--- src/rtl/scan_chain_ctrl_if.sv ---
// Scan-run request/response bundle between tester sequencer and scan driver.
// Carries the run request, serial chain pins and the unload result.
interface scan_chain_ctrl_if #(
   parameter int CHAIN_LEN = 16
);
   logic                 START;
   logic                 CAPTURE_EN;
   logic [CHAIN_LEN-1:0] LOAD_DATA;
   logic                 SCAN_IN;
   logic                 SE;
   logic                 SD;
   logic                 BUSY;
   logic                 DONE;
   logic [CHAIN_LEN-1:0] UNLOAD_DATA;

   modport master (
      output START, CAPTURE_EN, LOAD_DATA, SCAN_IN,
      input  SE, SD, BUSY, DONE, UNLOAD_DATA
   );

   modport slave (
      input  START, CAPTURE_EN, LOAD_DATA, SCAN_IN,
      output SE, SD, BUSY, DONE, UNLOAD_DATA
   );
endinterface

--- src/rtl/scan_chain_ctrl.sv ---
// Serial scan chain driver: shifts a vector in while unloading the old one,
// then optionally pulses one functional capture cycle before DONE.
module scan_chain_ctrl #(
   parameter  int CHAIN_LEN = 16,
   localparam int CNT_W     = $clog2(CHAIN_LEN + 1)
) (
   input logic               CK,
   input logic               RST,
   scan_chain_ctrl_if.slave  bus
);

   typedef enum logic [1:0] {
      S_IDLE,
      S_SHIFT,
      S_CAPT,
      S_FIN
   } state_t;

   localparam logic [CNT_W-1:0] LAST = CNT_W'(CHAIN_LEN - 1);

   state_t               r_state;
   state_t               w_next;
   logic [CHAIN_LEN-1:0] r_sh;
   logic [CHAIN_LEN-1:0] r_unload;
   logic [CNT_W-1:0]     r_cnt;
   logic                 r_cap;
   logic                 w_accept;
   logic                 w_se;

   always_comb begin
      w_next   = r_state;
      w_accept = 1'b0;
      unique case (r_state)
         S_IDLE: begin
            if (bus.START) begin
               w_accept = 1'b1;
               w_next   = S_SHIFT;
            end
         end
         S_SHIFT: begin
            if (r_cnt == LAST)
               w_next = r_cap ? S_CAPT : S_FIN;
         end
         S_CAPT:  w_next = S_FIN;
         S_FIN:   w_next = S_IDLE;
         default: w_next = S_IDLE;
      endcase
   end

   always_ff @(posedge CK) begin
      if (RST) begin
         r_state  <= S_IDLE;
         r_sh     <= '0;
         r_unload <= '0;
         r_cnt    <= '0;
         r_cap    <= 1'b0;
      end else begin
         r_state <= w_next;
         if (w_accept) begin
            r_sh  <= bus.LOAD_DATA;
            r_cap <= bus.CAPTURE_EN;
            r_cnt <= '0;
         end else if (r_state == S_SHIFT) begin
            // tail is sampled on the same edge the chain advances
            r_sh     <= {r_sh[CHAIN_LEN-2:0], 1'b0};
            r_unload <= {r_unload[CHAIN_LEN-2:0], bus.SCAN_IN};
            r_cnt    <= r_cnt + CNT_W'(1);
         end
      end
   end

   assign w_se            = (r_state == S_SHIFT);
   assign bus.SE          = w_se;
   assign bus.SD          = w_se & r_sh[CHAIN_LEN-1];
   assign bus.BUSY        = (r_state != S_IDLE);
   assign bus.DONE        = (r_state == S_FIN);
   assign bus.UNLOAD_DATA = r_unload;

endmodule

--- src/flat_wrapper.sv ---
// flat-port wrapper written by rule: the top's interface ports become plain ports
module scan_chain_ctrl_flat 
#(
   parameter  int CHAIN_LEN = 16,
   localparam int CNT_W     = $clog2(CHAIN_LEN + 1)
)
  (CK, RST, bus_START, bus_CAPTURE_EN, bus_LOAD_DATA, bus_SCAN_IN, bus_SE, bus_SD, bus_BUSY, bus_DONE, bus_UNLOAD_DATA);
  scan_chain_ctrl_if #(.CHAIN_LEN(CHAIN_LEN)) bus_i ();
  input logic CK;
  input logic RST;
  input wire logic [$bits(bus_i.START)-1:0] bus_START;
  input wire logic [$bits(bus_i.CAPTURE_EN)-1:0] bus_CAPTURE_EN;
  input wire logic [$bits(bus_i.LOAD_DATA)-1:0] bus_LOAD_DATA;
  input wire logic [$bits(bus_i.SCAN_IN)-1:0] bus_SCAN_IN;
  output wire logic [$bits(bus_i.SE)-1:0] bus_SE;
  output wire logic [$bits(bus_i.SD)-1:0] bus_SD;
  output wire logic [$bits(bus_i.BUSY)-1:0] bus_BUSY;
  output wire logic [$bits(bus_i.DONE)-1:0] bus_DONE;
  output wire logic [$bits(bus_i.UNLOAD_DATA)-1:0] bus_UNLOAD_DATA;
  assign bus_i.START = bus_START;
  assign bus_i.CAPTURE_EN = bus_CAPTURE_EN;
  assign bus_i.LOAD_DATA = bus_LOAD_DATA;
  assign bus_i.SCAN_IN = bus_SCAN_IN;
  assign bus_SE = bus_i.SE;
  assign bus_SD = bus_i.SD;
  assign bus_BUSY = bus_i.BUSY;
  assign bus_DONE = bus_i.DONE;
  assign bus_UNLOAD_DATA = bus_i.UNLOAD_DATA;
  scan_chain_ctrl #(.CHAIN_LEN(CHAIN_LEN)) u_core (.CK(CK), .RST(RST), .bus(bus_i));
endmodule
--- config.mk ---
export PLATFORM = sky130hd
export DESIGN_NAME = scan_chain_ctrl_flat
export DESIGN_NICKNAME = d
export VERILOG_FILES = /design/src/rtl/scan_chain_ctrl_if.sv /design/src/rtl/scan_chain_ctrl.sv /design/src/flat_wrapper.sv
export SDC_FILE = /design/constraint.sdc
export NUM_CORES = 1
export LEC_CHECK = 0
export BUFFER_PORTS_ARGS = -buffer_cell sky130_fd_sc_hd__buf_2
export CORE_MARGIN = 2
export CORE_UTILIZATION = 59
export CTS_BUF_LIST = sky130_fd_sc_hd__clkbuf_4 sky130_fd_sc_hd__clkbuf_8
export DETAILED_ROUTE_END_ITERATION = 10
export GPL_TIMING_DRIVEN = 0
export PLACE_DENSITY_LB_ADDON = 0.08
export SETUP_SLACK_MARGIN = 0.05
export SLEW_MARGIN = 40
export SYNTH_ARGS = -nofsm -noshare
export SYNTH_HDL_FRONTEND = slang
export SYNTH_SLANG_ARGS = --single-unit
--- constraint.sdc ---
create_clock -name CK -period 2.6 [get_ports CK]
set_clock_uncertainty 0.05 [all_clocks]
set_input_delay 0.52 -clock CK [delete_from_list [all_inputs] [get_ports CK]]
set_output_delay 0.52 -clock CK [all_outputs]
set_load 0.05 [all_outputs]
### After elaboration in Yosys (flattened, before gate mapping)

Index checks and enable logic that the tools add are counted.

* register bits: 40
* output and inout bits: 20

* mux-type cells: 8
* add/sub/neg operators: 1
* reductions and logical operators: 6
* bitwise logic cells: 2
* equality and inequality tests: 6

Operators with widths (count)
* two-way mux 16 bit: 2
* case mux 2 bit (4 select lines): 1
* adder 5 x 1 -> 5 bit (second input constant): 1
* equality test 5 x 4 -> 1 bit (second input constant): 1
* equality test 2 bit (second input constant): 2
* two-way mux 2 bit: 2
* != test 2 bit (second input constant): 2
* AND reduction 2 bit: 2
* nonzero test 2 bit: 2
* two-way mux 1 bit: 3
* equality test 2 x 1 -> 1 bit (second input constant): 1
* zero test 2 bit: 1
* OR reduction 2 bit: 1
* bitwise AND 1 bit: 1
* NOT 1 bit: 1

### Logic depth before layout (Yosys ltp)

Gate-level depths: netlist of run 1.

* depth in word-level cells: 4
* depth in mapped cells: 7

### Worst setup path before layout of run 1

No wires, ideal clock.

* kind: register to output
* start point: register u_core.r_state[1]
* end point: output port bus_SD
* data arrival time: 1773 ps
* setup slack: 257 ps
* required time: 2030 ps
* path buffers: 2
* stages on the path, launching flop included: 6
* cells stage by stage: dfxtp_1 inv_1 ha_1 buf_4 buf_4 and2_1

* word-level cells in the longest chain between the ends: 2

RTL lines
* from (decl): line scan_chain_ctrl.sv:21 `state_t r_state;`
* from (signal assigned): line scan_chain_ctrl.sv:58 `r_state <= w_next;`
* equality test 2 x 1 -> 1 bit: line scan_chain_ctrl.sv:72 `assign w_se = (r_state == S_SHIFT);`
* net bus_SE: line flat_wrapper.sv:15 `output wire logic [$bits(bus_i.SE)-1:0] bus_SE;`
* bitwise AND 1 bit: line scan_chain_ctrl.sv:74 `assign bus.SD = w_se & r_sh[CHAIN_LEN-1];`
* to (decl): line flat_wrapper.sv:16 `output wire logic [$bits(bus_i.SD)-1:0] bus_SD;`

The timed path passes the listed nets, and every way through them passes these cells.

### Final worst setup path of run 1

* start point: register u_core.r_state[1]
* end point: output port bus_SD

* word-level cells in the longest chain between the ends: 2

RTL lines (line)
* equality test 2 x 1 -> 1 bit: scan_chain_ctrl.sv:72
* bitwise AND 1 bit: scan_chain_ctrl.sv:74

No other way between the ends.

==> reports/metrics.yaml, run 1 <==
max-clock-path-buffers: 2
fin_total_pwr_mw: 2.06
clockRootBuffer: "clkbuf_4"
start_util_pct: 62.4
finalNetCount: 246
diodes: 0
clock.fmax_mhz: 429
tns_ns: 0
grt_antenna_before_repair: 0
utilization_pct: 72.8
maxCapViolCount: 0
num_io_pins: 41
slew_viol_final: 0
synth_area_per_cell_um2: 10.1
instances_no_fill: 250
cp-end-kind: "output port"
die_h_um: 58.3
cts-buffers-inserted: 5
routabilityCongestion: 0.761
drive_gt1_share_pct: 27.4
io_buffers: 40
postCtsSetupBuffers: 0
synth_area_mm2: 0.00174
synth.distinct_cells: 31
period_needed_ns: 2.33
power_density_mw_per_mm2: 1020
dp.cells: 243
setup.worst_path.class: "reg2out"
drcViolationCount: 0
dp_hpwl_um: 2430
netlist_instances: 172
hold_slack_ns: 0.339
ir_worst_vdd_mv: 0.735
cts_max_level: 2
cts.sinks: 40
final_area_mm2: 0.00203
fin_crit_sh_pct: 89.6
placed_area_mm2: 0.00198
worst_skew_pair.late_latency_ns: 0.34
ys_warn_count: 0
crit_required_ns: 2.03
leakage_nw: 0.893
crit_path_max_fanout: 10
cts_tree: "done"
arrival_ns: 1.76
rsz0062_at_grt: "false"
outcome: "complete, no violations"
syn_to_final_growth_pct: 16.6
hp-class: "in2reg"
setup_viol: 0
ctsHoldBuffers: 0
grt_overflow: 0
routed_via_density: 5.34
timing.slew.headroom_pct: 69.5
postRouteAntennaNets: 0
grt_usage_pct: 21.6
syn-num-nets: 199
vias: 1334
cts_resized: 0
core_area_mm2: 0.00278
start_kind: "register"
pre_cts_slack_ns: 0.635
ys_seq_elements: 40
first_global_vias: 1285
hold_violations: 0
cts.clk_slew.worst_paths_ns: 0.11
finalWirelength_um: 3300
initialDrtViolationCount: 53
row_count: 19
grt_max_degree: 12
drt-pass1-iter-count: 4
final.setup.worst_slack_ns: 0.270
ys_seq_area_share_pct: 46.1
worst_pin_slew_ns: 0.458
wl_per_cell_um: 13.2
fp.dieW_um: 58.3
grt_pass1_wl_um: 5500
die_area_mm2: 0.00339
==> cell usage after synthesis <==
cell type / n / area [um2]
mux2i_1: 32 / 320
xor2_1: 2 / 17.5
buf_1: 1 / 3.75
clkbuf_1: 2 / 7.51
buf_4: 2 / 15.0
a21o_1: 1 / 7.51
nand2b_1: 2 / 12.5
clkbuf_2: 1 / 5.00
and2_0: 1 / 6.26
a2111oi_2: 1 / 15.0
a311oi_1: 1 / 8.76
and3_1: 1 / 6.26
and2_1: 1 / 6.26
ha_1: 6 / 75.1
or2_2: 1 / 6.26
dfxtp_1: 40 / 801
nand3_1: 1 / 5.00
buf_12: 2 / 40.0
buf_2: 4 / 20.0
buf_6: 1 / 11.3
nor3_1: 3 / 15.0
nor2_1: 32 / 120
a21oi_1: 3 / 15.0
nand2_1: 5 / 18.8
nor3_2: 1 / 10.0
a31oi_1: 1 / 6.26
nand3b_1: 1 / 7.51
nand4_1: 1 / 6.26
inv_1: 5 / 18.8
a211oi_1: 16 / 120
xnor2_1: 1 / 8.76
==> cells in the final DEF (no fill, tap or decap), drive strengths merged <==
master / n
a31oi: 1
ha: 6
nand4: 1
inv: 5
xor2: 2
buf: 50
or2: 1
mux2i: 32
clkinv: 1
nand2b: 2
a21o: 1
nand2: 5
xnor2: 1
nand3: 1
nand3b: 1
a311oi: 1
and2: 2
a211oi: 16
and3: 1
a21oi: 3
nor2: 32
clkbuf: 9
a2111oi: 1
dfxtp: 40
nor3: 4
==> power by group <==
part | total [mW] | internal [mW] | leakage, nW | switching [mW]
sequential | 0.797 | 0.730 | 0.327 | 0.0675
combinational | 0.960 | 0.418 | 0.535 | 0.542
clock | 0.299 | 0.110 | 0.0315 | 0.189
==> registers in the layout, indices dropped and copies added, names as in the netlist <==
name / count
u_core.r_cap: 1
u_core.r_cnt: 5
u_core.r_state: 2
u_core.r_sh: 16
u_core.bus.UNLOAD_DATA: 16
==> worst paths after layout <==
check,start,endpoint,slack (ns),depth (start not counted)
max,u_core.r_state[1]$_SDFFE_PP0P_,bus_SD,0.27,6
min,RST,u_core.r_cnt[4]$_SDFFE_PP0P_,0.34,2
max reg2reg,u_core.r_state[0]$_SDFFE_PP0P_,u_core.r_sh[13]$_SDFFE_PP0P_,1.03,5
min reg2reg,u_core.r_cap$_SDFFE_PP0P_,u_core.r_cap$_SDFFE_PP0P_,0.42,2
==> cell type report <==
type / instances / area, um2
Tap cell: 31 / 38.8
Timing Repair Buffer: 40 / 200
Sequential cell: 40 / 801
Multi-Input combinational cell: 114 / 815
Inverter: 5 / 18.8
Buffer: 13 / 103
Fill cell: 213 / 756
Clock inverter: 1 / 5.00
Clock buffer: 6 / 45.0
==> layer usage <==
layer,up-vias,wire length [um],track usage (%)
met5,-,0,0
met4,0,96,13.0
li1,686,-,-
met2,33,1540,35.9
met1,604,1480,25.0
met3,11,180,5.36
==> cell families (layout without fill, tap and decap cells) <==
kind of cell / after synthesis / after routing / synth area share [%]
compound gates: 23 / 23 / 9.94
xor+xnor: 3 / 3 / 1.51
fa+ha+maj: 6 / 6 / 4.32
buf+inv: 18 / 65 / 6.99
flops: 40 / 40 / 46.1
mux: 32 / 32 / 18.4
simple gates: 50 / 50 / 12.7
==> critical path, stage by stage (launching register included) <==
cell	delay [ns]
dfxtp_1	0.34
inv_1	0.12
ha_1	0.18
buf_4	0.17
buf_4	0.21
and2_1	0.14
buf_2	0.25
No activity file was read; power rests on OpenSTA's default activity.
==> run 2: changes to the inputs <==
--- a/config.mk
+++ b/config.mk
@@ -12,6 +12,7 @@
 export DETAILED_ROUTE_END_ITERATION = 10
 export GPL_TIMING_DRIVEN = 0
 export PLACE_DENSITY_LB_ADDON = 0.08
+export RECOVER_POWER = 25
 export SETUP_SLACK_MARGIN = 0.05
 export SLEW_MARGIN = 40
 export SYNTH_ARGS = -nofsm -noshare
==> run 2 against run 1 <==
Total power decreased by 4.0%. First-iteration DRC count increased by 3.8%. Non-clock buffer count unchanged. Setup slack improved by 0.061 ns. Clock power decreased by 1%. Register-to-register slack got worse by 0.38 ns. Utilization decreased by 1.5 points. Critical path depth unchanged. Via count decreased by 0.22%. Clock-buffer cell count unchanged. Sequential power about the same. Critical endpoint unchanged.
==> reports/metrics.yaml, run 2 (synthesis results as in run 1) <==
outcome: "complete, no violations"
ir_worst_vdd_mv: 0.710  # -3.4%
wl_per_cell_um: 13.1  # -0.67%
diodes: 0  # unchanged
timing.slew.headroom_pct: 53.0  # -17 points
cp-end-kind: "output port"
io_buffers: 40  # unchanged
dp_hpwl_um: 2430  # unchanged
grt_max_degree: 12  # unchanged
cts_max_level: 2  # unchanged
drcViolationCount: 0  # unchanged
period_needed_ns: 2.27  # -0.0608 ns
grt_usage_pct: 21.6  # unchanged
start_kind: "register"
placed_area_mm2: 0.00198  # unchanged
setup_viol: 0  # unchanged
crit_required_ns: 2.03  # about the same
row_count: 19  # unchanged
vias: 1331  # -0.22%
first_global_vias: 1285  # unchanged
power_frac_clock_pct: 15.0  # +0.5 points
power_density_mw_per_mm2: 996  # -1.9%
hp-class: "in2reg"
power.internal_mw: 1.19  # -5.2%
postCtsSetupBuffers: 0  # unchanged
grt_antenna_before_repair: 0  # unchanged
die_area_mm2: 0.00339  # unchanged
routabilityCongestion: 0.761  # unchanged
syn_to_final_growth_pct: 14.2
drive_gt1_share_pct: 25.1  # -2.3 points
fin_crit_sh_pct: 87.3  # -2.3 points
crit_path_max_fanout: 10  # unchanged
switching_power_mw: 0.782  # -2.0%
cts-buffers-inserted: 5  # unchanged
initialDrtViolationCount: 55  # +3.8%
utilization_pct: 71.3  # -1.5 points
instances_no_fill: 250  # unchanged
finalWirelength_um: 3270  # -0.67%
cts_tree: "done"
postRouteAntennaNets: 0  # unchanged
fp.dieW_um: 58.3  # unchanged
cts_resized: 0  # unchanged
ctsHoldBuffers: 0  # unchanged
hold_violations: 0  # unchanged
dp.cells: 243  # unchanged
clockRootBuffer: "clkbuf_4"
hold_slack_ns: 0.346  # +0.00689 ns
clock.fmax_mhz: 441  # +2.7%
worst_pin_slew_ns: 0.705  # +0.248 ns
leakage_nw: 0.865  # -3.1%
arrival_ns: 1.70  # -0.06 ns
combPwrFrac_pct: 44.6  # -2.1 points
die_h_um: 58.3  # unchanged
final_area_mm2: 0.00198  # -2.1%
final_cell_mix: "43 x buf_2, 40 x dfxtp_1, 32 x mux2i_1, 32 x nor2_1, 16 x a211oi_1"
core_area_mm2: 0.00278  # unchanged
slew_viol_final: 0  # unchanged
routed_via_density: 5.32  # -0.22%
start_util_pct: 62.4  # unchanged
max-clock-path-buffers: 2  # unchanged
pwr-share-seq_pct: 40.4  # +1.6 points
num_io_pins: 41  # unchanged
drt-pass1-iter-count: 4  # unchanged
grt_pass1_wl_um: 5500  # unchanged
tns_ns: 0  # unchanged
setup.worst_path.class: "reg2out"
rsz0062_at_grt: "false"
maxCapViolCount: 0  # unchanged
grt_overflow: 0  # unchanged
worst_skew_pair.late_latency_ns: 0.33  # about the same
finalNetCount: 246  # unchanged
final_common_cell: "buf_2"
cts.clk_slew.worst_paths_ns: 0.11  # about the same
swShare_pct: 39.6  # +0.78 points
cts.sinks: 40  # unchanged
## run 2: changes by cell type in the layout (fill, tap and decap cells not counted)
cell	delta
clkbuf_1	+5
buf_12	-2
buf_2	-1
buf_6	-1
clkbuf_2	-1
## run 2: stage by stage
stage / power [mW] / setup slack (ns)
after floorplan: 1.60 / 0.257
after global placement: 1.74 / 0.670
after detailed placement: 1.77 / 0.635
after CTS: 2.07 / 0.235
after global routing: 2.11 / 0.168
final: 1.97 / 0.331
## run 2: power groups by stage
| stage | combinational (mW) | sequential [mW] | clock (mW) |
|---|---|---|---|
| floorplan | 0.792 | 0.812 | 0 |
| global placement | 0.931 | 0.805 | 0 |
| detailed placement | 0.960 | 0.812 | 0 |
| CTS | 0.965 | 0.798 | 0.306 |
| global route | 0.969 | 0.811 | 0.331 |
| finish | 0.881 | 0.798 | 0.295 |
## run 2: per-layer routing
layer	global-route usage (%)	wire length, um
met5	0	0
met4	13.0	80
met3	5.36	195
met1	25.0	1470
met2	35.9	1530
## run 2: path summary, 6_finish.rpt
check | startpoint | to | slack [ns] | cells after the start
setup / recovery | u_core.r_state[1]$_SDFFE_PP0P_ | bus_SD | 0.33 | 6
hold / removal | RST | u_core.r_cnt[4]$_SDFFE_PP0P_ | 0.35 | 2
hold reg to reg | u_core.r_cap$_SDFFE_PP0P_ | u_core.r_cap$_SDFFE_PP0P_ | 0.42 | 2
setup reg to reg | u_core.r_state[1]$_SDFFE_PP0P_ | u_core.r_cnt[3]$_SDFFE_PP0P_ | 0.65 | 7
## run 2: critical path, cell delays in order, from the launching register on
cell and delay (ns):
dfxtp_1 0.34, inv_1 0.12, ha_1 0.18, buf_4 0.14
buf_4 0.20, and2_1 0.14, buf_2 0.25
## run 2: final cells by class
cell class                 instances  area, um2
buffer                            13       61.3
clock buffer                       6       45.0
clock inverter                     1       5.00
fill                             222        798
inverter                           5       18.8
multi-input combinational        114        815
sequential                        40        801
tap                               31       38.8
timing repair buffer              40        199
==> run 3: changes to the inputs <==
--- a/config.mk
+++ b/config.mk
@@ -11,7 +11,7 @@
 export CTS_BUF_LIST = sky130_fd_sc_hd__clkbuf_4 sky130_fd_sc_hd__clkbuf_8
 export DETAILED_ROUTE_END_ITERATION = 10
 export GPL_TIMING_DRIVEN = 0
-export PLACE_DENSITY_LB_ADDON = 0.08
+export PLACE_DENSITY = 0.88
 export RECOVER_POWER = 25
 export SETUP_SLACK_MARGIN = 0.05
 export SLEW_MARGIN = 40
==> run 3 against run 2 <==
Wire length increased by 4.9%. Sequential cell count unchanged. Die area unchanged. Hold slack got worse by 0.0037 ns. Critical path type unchanged. Largest power group unchanged.
==> reports/metrics.yaml, run 3 (synthesis results as in run 1) <==
utilization_pct: 73.0  # +1.7 points
outcome: "complete, no violations"
cpPeakStageDelay_ns: 0.34  # about the same
cts.clk_slew.worst_paths_ns: 0.11  # about the same
routabilityCongestion: 0.818  # +7.5%
ctsHoldBuffers: 0  # unchanged
ir_worst_vdd_mv: 1.17  # +64%
cts_max_level: 2  # unchanged
hold_slack_ns: 0.342  # -0.00370 ns
row_count: 19  # unchanged
dp_hpwl_um: 2550  # +5.0%
postRouteAntennaNets: 0  # unchanged
grt_overflow: 0  # unchanged
fp.dieW_um: 58.3  # unchanged
final_common_cell: "buf_2"
tns_ns: 0  # unchanged
rsz0062_at_grt: "false"
maxCapViolCount: 0  # unchanged
cts-buffers-inserted: 5  # unchanged
io_buffers: 40  # unchanged
hp-class: "in2reg"
leakage_nw: 0.891  # +3.0%
setup.worst_path.class: "reg2out"
core_area_mm2: 0.00278  # unchanged
start_util_pct: 62.4  # unchanged
cp_common_cell: "buf_4"
crit_path_max_fanout: 10  # unchanged
regArea_um2: 801  # unchanged
first_global_vias: 1372  # +6.8%
fin_crit_sh_pct: 91.4  # +4.2 points
cp_cell_sequence: "inv_1, ha_1, buf_4, buf_4, and2_1, buf_2"
cts.sinks: 40  # unchanged
wl_per_cell_um: 13.7  # +4.5%
cts_tree: "done"
finalNetCount: 246  # unchanged
crit_required_ns: 2.03  # about the same
period_needed_ns: 2.38  # +0.108 ns
die_area_mm2: 0.00339  # unchanged
drive_gt1_share_pct: 26.4  # +1.2 points
clockRootBuffer: "clkbuf_4"
worst_pin_slew_ns: 0.695  # -0.0106 ns
worst_skew_pair.late_latency_ns: 0.35  # +0.02 ns
clock.fmax_mhz: 421  # -4.5%
num_io_pins: 41  # unchanged
hold_violations: 0  # unchanged
multi_input_area_um2: 815  # unchanged
final_cell_mix: "44 x buf_2, 40 x dfxtp_1, 32 x mux2i_1, 32 x nor2_1, 16 x a211oi_1"
slowest_stage: "dfxtp_1"
path_buf_inv: 4  # unchanged
grt_max_degree: 13  # +1
diodes: 0  # unchanged
initialDrtViolationCount: 41  # -25%
grt_antenna_before_repair: 0  # unchanged
routed_via_density: 5.46  # +2.5%
finalWirelength_um: 3440  # +4.9%
arrival_ns: 1.81  # +0.11 ns
grt_pass1_wl_um: 5940  # +8.0%
timing.slew.headroom_pct: 53.7  # +0.70 points
drcViolationCount: 0  # unchanged
slew_viol_final: 0  # unchanged
die_h_um: 58.3  # unchanged
cts_resized: 0  # unchanged
power_density_mw_per_mm2: 1050  # +5.9%
max-clock-path-buffers: 2  # unchanged
vias: 1370  # +2.9%
drt-pass1-iter-count: 4  # unchanged
cpLargestDelayFamily: "buffers and inverters"
cp-end-kind: "output port"
grt_usage_pct: 23.2  # +1.6 points
fillers: 217  # -2.3%
setup_viol: 0  # unchanged
start_kind: "register"
syn_to_final_growth_pct: 16.9
postCtsSetupBuffers: 0  # unchanged
fin_total_pwr_mw: 2.14  # +8.4%
==> run 3: changes by cell type in the layout (fill, tap and decap cells not counted), sizes merged <==
cell    previous run  this run
bufinv             0         1
clkbuf            13        11
buf               46        48
==> run 3: final timing paths <==
check / slack, ns / cells past startpoint / from / end
setup reg to reg: 0.59 / 7 / u_core.r_state[1]$_SDFFE_PP0P_ / u_core.r_cnt[3]$_SDFFE_PP0P_
hold reg to reg: 0.44 / 2 / u_core.r_cap$_SDFFE_PP0P_ / u_core.r_cap$_SDFFE_PP0P_
hold / removal: 0.34 / 2 / RST / u_core.r_cnt[4]$_SDFFE_PP0P_
setup / recovery: 0.22 / 6 / u_core.r_state[1]$_SDFFE_PP0P_ / bus_SD
==> run 3: worst reg2reg max path, stage by stage, from the launching register on <==
cell and delay [ns]:
dfxtp_1 0.34, inv_1 0.12, ha_1 0.22, buf_4 0.16
clkbuf_1 0.54, nand4_1 0.19, xor2_1 0.21, nor3_2 0.05
==> run 3: per-stage QoR <==
| step | worst slack, ns | area, um2 | cells |
|---|---|---|---|
| 6_report | 0.223 | 2030 | 251 |
| 5_1_grt | 0.127 | 2030 | 251 |
| 4_1_cts | 0.174 | 2060 | 251 |
| 3_5_place_dp | 0.582 | 1980 | 243 |
| 3_3_place_gp | 0.662 | 1980 | 243 |
| 2_1_floorplan | 0.257 | 1740 | 172 |
==> run 3: area by class of cell <==
cell class,instances,share of cell area [%]
Tap cell,31,1.91
Sequential cell,40,39.4
Multi-Input combinational cell,114,40.1
Timing Repair Buffer,40,9.86
Buffer,13,3.82
Clock inverter,2,1.73
Inverter,5,0.924
Clock buffer,6,2.22
==> run 3: where the power goes <==
group / internal (mW) / switching [mW]
sequential: 0.730 / 0.0743
combinational: 0.383 / 0.544
clock: 0.212 / 0.199
total: 1.32 / 0.817
==> run 3: metal layers <==
| layer | vias up | wire length, um | GRT usage (%) |
|---|---|---|---|
| met2 | 38 | 1690 | 40.4 |
| li1 | 687 | - | - |
| met3 | 8 | 201 | 5.13 |
| met4 | 0 | 61 | 8.97 |
| met1 | 637 | 1490 | 27.8 |
| met5 | - | 0 | 0 |
